[src/rtl/fft_twiddle_mult.sv]
// Pipelined complex twiddle multiplier for one radix-2^2 SDF stage.
// It holds its own sample counter and twiddle ROM, and has three register stages: operand/ROM, products, and round/saturate.
module fft_twiddle_mult #(
  parameter int DATA_WIDTH = 16,
  parameter int TW_WIDTH   = 16,
  parameter int N_POINTS   = 16,
  parameter int STAGE      = 0
) (
  input  logic                         clk,
  input  logic                         rst,
  input  logic                         en,
  input  logic                         clr,
  input  logic                         in_val,
  input  logic signed [DATA_WIDTH-1:0] a_re,
  input  logic signed [DATA_WIDTH-1:0] a_im,
  output logic                         out_val,
  output logic signed [DATA_WIDTH-1:0] b_re,
  output logic signed [DATA_WIDTH-1:0] b_im
);

  localparam int  L        = N_POINTS >> (2 * STAGE);
  localparam int  CNT_BITS = $clog2(L);
  localparam int  M_BITS   = CNT_BITS - 2;
  localparam int  E_BITS   = $clog2(N_POINTS);
  localparam int  PW       = DATA_WIDTH + TW_WIDTH;
  localparam int  SW       = PW + 1;
  localparam int  FRAC     = TW_WIDTH - 2;
  localparam real PI       = 3.14159265358979323846;

  localparam logic signed [SW-1:0] RND    = SW'(1 << (FRAC - 1));
  localparam logic signed [SW-1:0] SAT_HI = SW'((1 << (DATA_WIDTH - 1)) - 1);
  localparam logic signed [SW-1:0] SAT_LO = ~SAT_HI;

  // Elaboration-time trig: the angle is folded into [-pi, pi] so the Taylor series stays accurate.
  function automatic real wrap_angle(input int e);
    real x;
    x = 2.0 * PI * real'(e) / real'(N_POINTS);
    if (x > PI) x = x - 2.0 * PI;
    return x;
  endfunction

  function automatic real cos_t(input real x);
    real term, sum;
    term = 1.0;
    sum  = 1.0;
    for (int i = 1; i <= 20; i++) begin
      term = -term * x * x / real'((2 * i - 1) * (2 * i));
      sum  = sum + term;
    end
    return sum;
  endfunction

  function automatic real sin_t(input real x);
    real term, sum;
    term = x;
    sum  = x;
    for (int i = 1; i <= 20; i++) begin
      term = -term * x * x / real'((2 * i) * (2 * i + 1));
      sum  = sum + term;
    end
    return sum;
  endfunction

  function automatic logic signed [TW_WIDTH-1:0] to_q(input real v);
    real s;
    s = v * real'(1 << FRAC);
    if (s >= 0.0) return TW_WIDTH'($rtoi(s + 0.5));
    return TW_WIDTH'(-$rtoi(-s + 0.5));
  endfunction

  function automatic logic signed [DATA_WIDTH-1:0] round_sat(input logic signed [SW-1:0] s);
    logic signed [SW-1:0] r;
    r = (s + RND) >>> FRAC;
    if (r > SAT_HI) return SAT_HI[DATA_WIDTH-1:0];
    if (r < SAT_LO) return SAT_LO[DATA_WIDTH-1:0];
    return r[DATA_WIDTH-1:0];
  endfunction

  logic signed [TW_WIDTH-1:0] rom_re [N_POINTS];
  logic signed [TW_WIDTH-1:0] rom_im [N_POINTS];

  for (genvar g = 0; g < N_POINTS; g++) begin : g_rom
    assign rom_re[g] = to_q(cos_t(wrap_angle(g)));
    assign rom_im[g] = to_q(-sin_t(wrap_angle(g)));
  end

  logic [CNT_BITS-1:0]          n_q, n_d;
  logic                         v1_q, v1_d, v2_q, v2_d, out_val_q, out_val_d;
  logic signed [DATA_WIDTH-1:0] a_re_q, a_re_d, a_im_q, a_im_d;
  logic signed [TW_WIDTH-1:0]   w_re_q, w_re_d, w_im_q, w_im_d;
  logic signed [PW-1:0]         p_rr_q, p_rr_d, p_ii_q, p_ii_d;
  logic signed [PW-1:0]         p_ri_q, p_ri_d, p_ir_q, p_ir_d;
  logic signed [DATA_WIDTH-1:0] b_re_q, b_re_d, b_im_q, b_im_d;

  // Exponent e = 4^STAGE * k(q) * m, where k is the bit-reversed quarter index.
  logic [1:0]          quarter;
  logic [CNT_BITS-1:0] k_ext, m_ext, km;
  logic [E_BITS-1:0]   e;

  always_comb begin
    quarter = n_q[CNT_BITS-1 -: 2];
    k_ext   = CNT_BITS'({quarter[0], quarter[1]});
    m_ext   = CNT_BITS'(n_q[M_BITS-1:0]);
    km      = k_ext * m_ext;
    e       = E_BITS'(km) << (2 * STAGE);
  end

  always_comb begin
    // NOTE: every _d starts as its _q, so a path that assigns nothing holds state instead of inferring a latch.
    n_d       = n_q;
    v1_d      = v1_q;
    v2_d      = v2_q;
    out_val_d = out_val_q;
    a_re_d    = a_re_q;
    a_im_d    = a_im_q;
    w_re_d    = w_re_q;
    w_im_d    = w_im_q;
    p_rr_d    = p_rr_q;
    p_ii_d    = p_ii_q;
    p_ri_d    = p_ri_q;
    p_ir_d    = p_ir_q;
    b_re_d    = b_re_q;
    b_im_d    = b_im_q;

    if (en) begin
      if (clr) begin
        n_d       = '0;
        v1_d      = 1'b0;
        v2_d      = 1'b0;
        out_val_d = 1'b0;
      end else begin
        v1_d = in_val;
        if (in_val) begin
          n_d    = n_q + CNT_BITS'(1);
          a_re_d = a_re;
          a_im_d = a_im;
          w_re_d = rom_re[e];
          w_im_d = rom_im[e];
        end

        v2_d = v1_q;
        if (v1_q) begin
          p_rr_d = PW'(a_re_q) * PW'(w_re_q);
          p_ii_d = PW'(a_im_q) * PW'(w_im_q);
          p_ri_d = PW'(a_re_q) * PW'(w_im_q);
          p_ir_d = PW'(a_im_q) * PW'(w_re_q);
        end

        // Bubbles leave b_re/b_im untouched; only out_val follows them.
        out_val_d = v2_q;
        if (v2_q) begin
          b_re_d = round_sat(SW'(p_rr_q) - SW'(p_ii_q));
          b_im_d = round_sat(SW'(p_ri_q) + SW'(p_ir_q));
        end
      end
    end
  end

  always_ff @(posedge clk or negedge rst) begin
    if (!rst) begin
      n_q       <= '0;
      v1_q      <= 1'b0;
      v2_q      <= 1'b0;
      out_val_q <= 1'b0;
      a_re_q    <= '0;
      a_im_q    <= '0;
      w_re_q    <= '0;
      w_im_q    <= '0;
      p_rr_q    <= '0;
      p_ii_q    <= '0;
      p_ri_q    <= '0;
      p_ir_q    <= '0;
      b_re_q    <= '0;
      b_im_q    <= '0;
    end else begin
      // NOTE: non-blocking updates so every stage samples the previous stage's pre-edge value.
      n_q       <= n_d;
      v1_q      <= v1_d;
      v2_q      <= v2_d;
      out_val_q <= out_val_d;
      a_re_q    <= a_re_d;
      a_im_q    <= a_im_d;
      w_re_q    <= w_re_d;
      w_im_q    <= w_im_d;
      p_rr_q    <= p_rr_d;
      p_ii_q    <= p_ii_d;
      p_ri_q    <= p_ri_d;
      p_ir_q    <= p_ir_d;
      b_re_q    <= b_re_d;
      b_im_q    <= b_im_d;
    end
  end

  assign out_val = out_val_q;
  assign b_re    = b_re_q;
  assign b_im    = b_im_q;

endmodule

[config.mk]
export PLATFORM = sky130hd
export DESIGN_NAME = fft_twiddle_mult
export DESIGN_NICKNAME = d
export VERILOG_FILES = /design/src/rtl/fft_twiddle_mult.sv
export SDC_FILE = /design/constraint.sdc
export NUM_CORES = 2
export LEC_CHECK = 0
export ABC_AREA = 1
export CAP_MARGIN = 25
export CORE_MARGIN = 2
export CORE_UTILIZATION = 50
export CTS_BUF_LIST = sky130_fd_sc_hd__clkbuf_4 sky130_fd_sc_hd__clkbuf_8
export CTS_CLUSTER_DIAMETER = 120
export DETAILED_ROUTE_END_ITERATION = 16
export PLACE_DENSITY = 0.74
export SLEW_MARGIN = 15
export SYNTH_ARGS = -nofsm -noshare
export SYNTH_HDL_FRONTEND = slang
export SYNTH_SLANG_ARGS = --single-unit
[constraint.sdc]
create_clock -name clk -period 6.05 [get_ports clk]
set_clock_uncertainty 0.15 [all_clocks]
set_input_delay 1.21 -clock clk [delete_from_list [all_inputs] [get_ports clk]]
set_output_delay 1.21 -clock clk [all_outputs]
set_load 0.02 [all_outputs]
==> results.ini <==
[outcome]
run_status = completed

[global_routing]
grt_overflow = 0
grt_max_degree = 102
antenna_found_initial = 5
grt_pass1_wl_um = 251000
grt_use_total = 0.301
grt_pass1_vias = 45600

[detailed_routing]
drt_iter0_markers = 3710
dr_total_vias = 44400
drcViolationCount = 0
wl_per_cell_um = 19.0
drtAntennaViolNets = 0
totalWireLength_um = 162000
viasPerCell = 5.19
firstDrtPassIters = 6

[die]
core_um2 = 105000
die_w_um = 330
rows = 119
die-area_um2 = 109000
die_y_um = 330
initial_core_util = 0.504
ioPinCount = 70

[yosys]
synth_area_leaders = fa_1 (39%), inv_1 (13%), nand2_1 (12%)
seq_area_frac_synth = 0.105
yosysWarningCount = 0
synth_cell_type_count = 50
async_flop_share = 1.00
yosys_register_bits = 223
postSynthAreaPerCell_um2 = 7.95
synthTopCellsByCount = inv_1 (1,862), nand2_1 (1,677), fa_1 (1,044)
yosys.area.top_type = fa_1
netlist_instances = 6672
synth.most_common_cell = inv_1
ys.flop_type = dfrtp_1
synth_edf_count = 0
yosys.area.top_type_share = 0.394
synth_nets = 8211
netlist_area_um2 = 53100

[min_path]
hold_class = in2async

[place]
place_ws_ps = -303
io_buffers = 69
dp_cells = 8408
post-dp-hpwl_um = 136000
gp_congestion = 0.993

[worst_setup_path]
worstSetupEndpointType = flop
cp_common_cell = fa_1
path_cells = buf_12, nand2_8, inv_4, fa_1, inv_2, fa_1, inv_2, buf_6, fa_2, inv_4, fa_1, fa_1, fa_2, inv_1, ha_1, inv_2, nor3_2, nand2_1, o211ai_1, a21oi_1, nand3b_1, nand2_1
critical_path_buf_inv_count = 8
cp_top_family = adder cells
cp_slowest_stage_delay_ps = 590
path_class = reg2reg
path_max_fanout = 6
crit_arrival_ps = 6480
crit_slowest_cell = fa_2
worst_setup_path_start_kind = flop
cp.required_ps = 6530

[cells_and_area]
instances_no_fill = 8554
final_core_util = 0.593
drive_gt1_frac = 0.157
layout.nets = 8666
multiInputGateArea_um2 = 41200
fillers = 9154
seq_area_um2 = 5610
area_delta_synth_final_pct = 17.6

[timing]
hold_viol_final = 0
slew_viol_final = 0
timing.fmax_ghz = 0.167
min_period_over_period = 0.991
holdWs_ps = 304
fin_tns_setup_ps = 0
fin_ws_ps = 53.8
worst_pin_slew_ps = 784
setup_viol = 0
slew_headroom = 0.472
rsz0062_at_grt = yes
fin_crit_ps = 6000

[power]
p_leak_nw = 36.6
max-vdd-ir-drop_v = 0.000348
powerDensity_nw_per_um2 = 193

[cts]
cts_hold_buf = 0
htreeDepth = 2
cts_sinks = 223
clk_latency_ps = 710
cts_tree = built
cts_made_buffers = 45
clock_tree.root_cell = clkbuf_8
cts.clk_slew.worst_paths_ps = 70
cts_buffer_depth = 3

[job]
drv_cap = 0

==> path summary, 6_finish.rpt <==
path | end | slack [ps] | cells after the start | start
min in group clk | p_ir_q[1] | 330 | 2 | p_ir_q[1]
worst min register to register | p_ir_q[1] | 330 | 2 | p_ir_q[1]
worst max-delay path | p_rr_q[31] | 50 | 22 | w_re_q[12]
worst max register to register | p_rr_q[31] | 50 | 22 | w_re_q[12]
max in group asynchronous | a_re_q[15] | 4160 | 2 | rst
worst min-delay path | b_im[13] | 300 | 1 | rst
==> placed cells by master (no fill, tap or decap), drive strengths merged, types with 3 or more instances in the layout <==
cell type / count
or2: 80
xnor2: 60
clkinvlp: 4
nor4: 4
a21oi: 197
nand3: 154
ha: 458
bufinv: 6
o31ai: 5
o211a: 5
inv: 1866
and3: 9
a31oi: 10
nand4: 30
clkbuf: 67
o21ai: 164
o221ai: 11
dfrtp: 223
nor3: 23
a21o: 26
a21boi: 24
o21bai: 32
nor2: 232
nand3b: 9
a211oi: 8
nor2b: 3
o211ai: 7
nand2: 1690
a31o: 3
buf: 566
o22ai: 4
fa: 1044
clkdlybuf4s50: 68
clkinv: 9
xor2: 53
==> per-layer routing <==
layer,vias up,global-route usage,share of wire
met2,1938,0.468,0.45
met5,-,0,0.00017
met4,4,0.106,0.041
met1,21800,0.427,0.42
met3,298,0.0504,0.088
li1,20300,-,-
==> logic make-up (layout without fill, tap and decap cells) <==
family / Yosys count / after routing / synth area share
XOR/XNOR: 113 / 113 / 0.0187
AO/OA/AOI/OAI: 500 / 500 / 0.0550
flip-flops: 223 / 223 / 0.105
buffers and inverters: 2096 / 2586 / 0.149
adder cells (fa/ha/maj): 1502 / 1502 / 0.502
other: 0 / 1 / 0
AND/OR/NAND/NOR: 2238 / 2238 / 0.171
==> state kept, by name, indices dropped and copies added (netlist names) <==
register / flops
w_im_q: 12
b_im: 16
p_rr_q: 32
p_ii_q: 32
p_ir_q: 32
v1_q: 1
n_q: 4
b_re: 16
out_val: 1
w_re_q: 12
a_im_q: 16
v2_q: 1
a_re_q: 16
p_ri_q: 32
==> power breakdown <==
part	internal [mW]	total (mW)	switching [mW]
Clock	1.11	1.94	0.833
Sequential	1.96	2.37	0.410
Combinational	2.97	7.74	4.78
==> what timing repair did <==
action / 4_1_cts / 5_1_grt
endpoints found under the setup margin: 39 / 70
gates resized for setup: 47 / 424
pin swaps: 6 / 90
setup buffers: 12 / 46
gates cloned: 0 / 4
==> area by class of cell <==
class                   instances  area share
flip-flops and latches        223      0.0899
clock inverters                18     0.00431
multi-input cells            4353       0.661
clock buffers                  64      0.0126
repair buffers                637      0.0918
inverters                    1867       0.113
diodes                          1   0.0000401
well taps                    1391      0.0279
==> metrics by stage <==
| step | cell area (um^2) | power, mW |
|---|---|---|
| floorplan | 53100 | 7.01 |
| global placement | 58900 | 9.57 |
| detailed placement | 58900 | 9.67 |
| CTS | 60200 | 11.7 |
| global route | 62400 | 13.0 |
| finish | 62400 | 12.1 |
(Power assumes the default switching activity.)
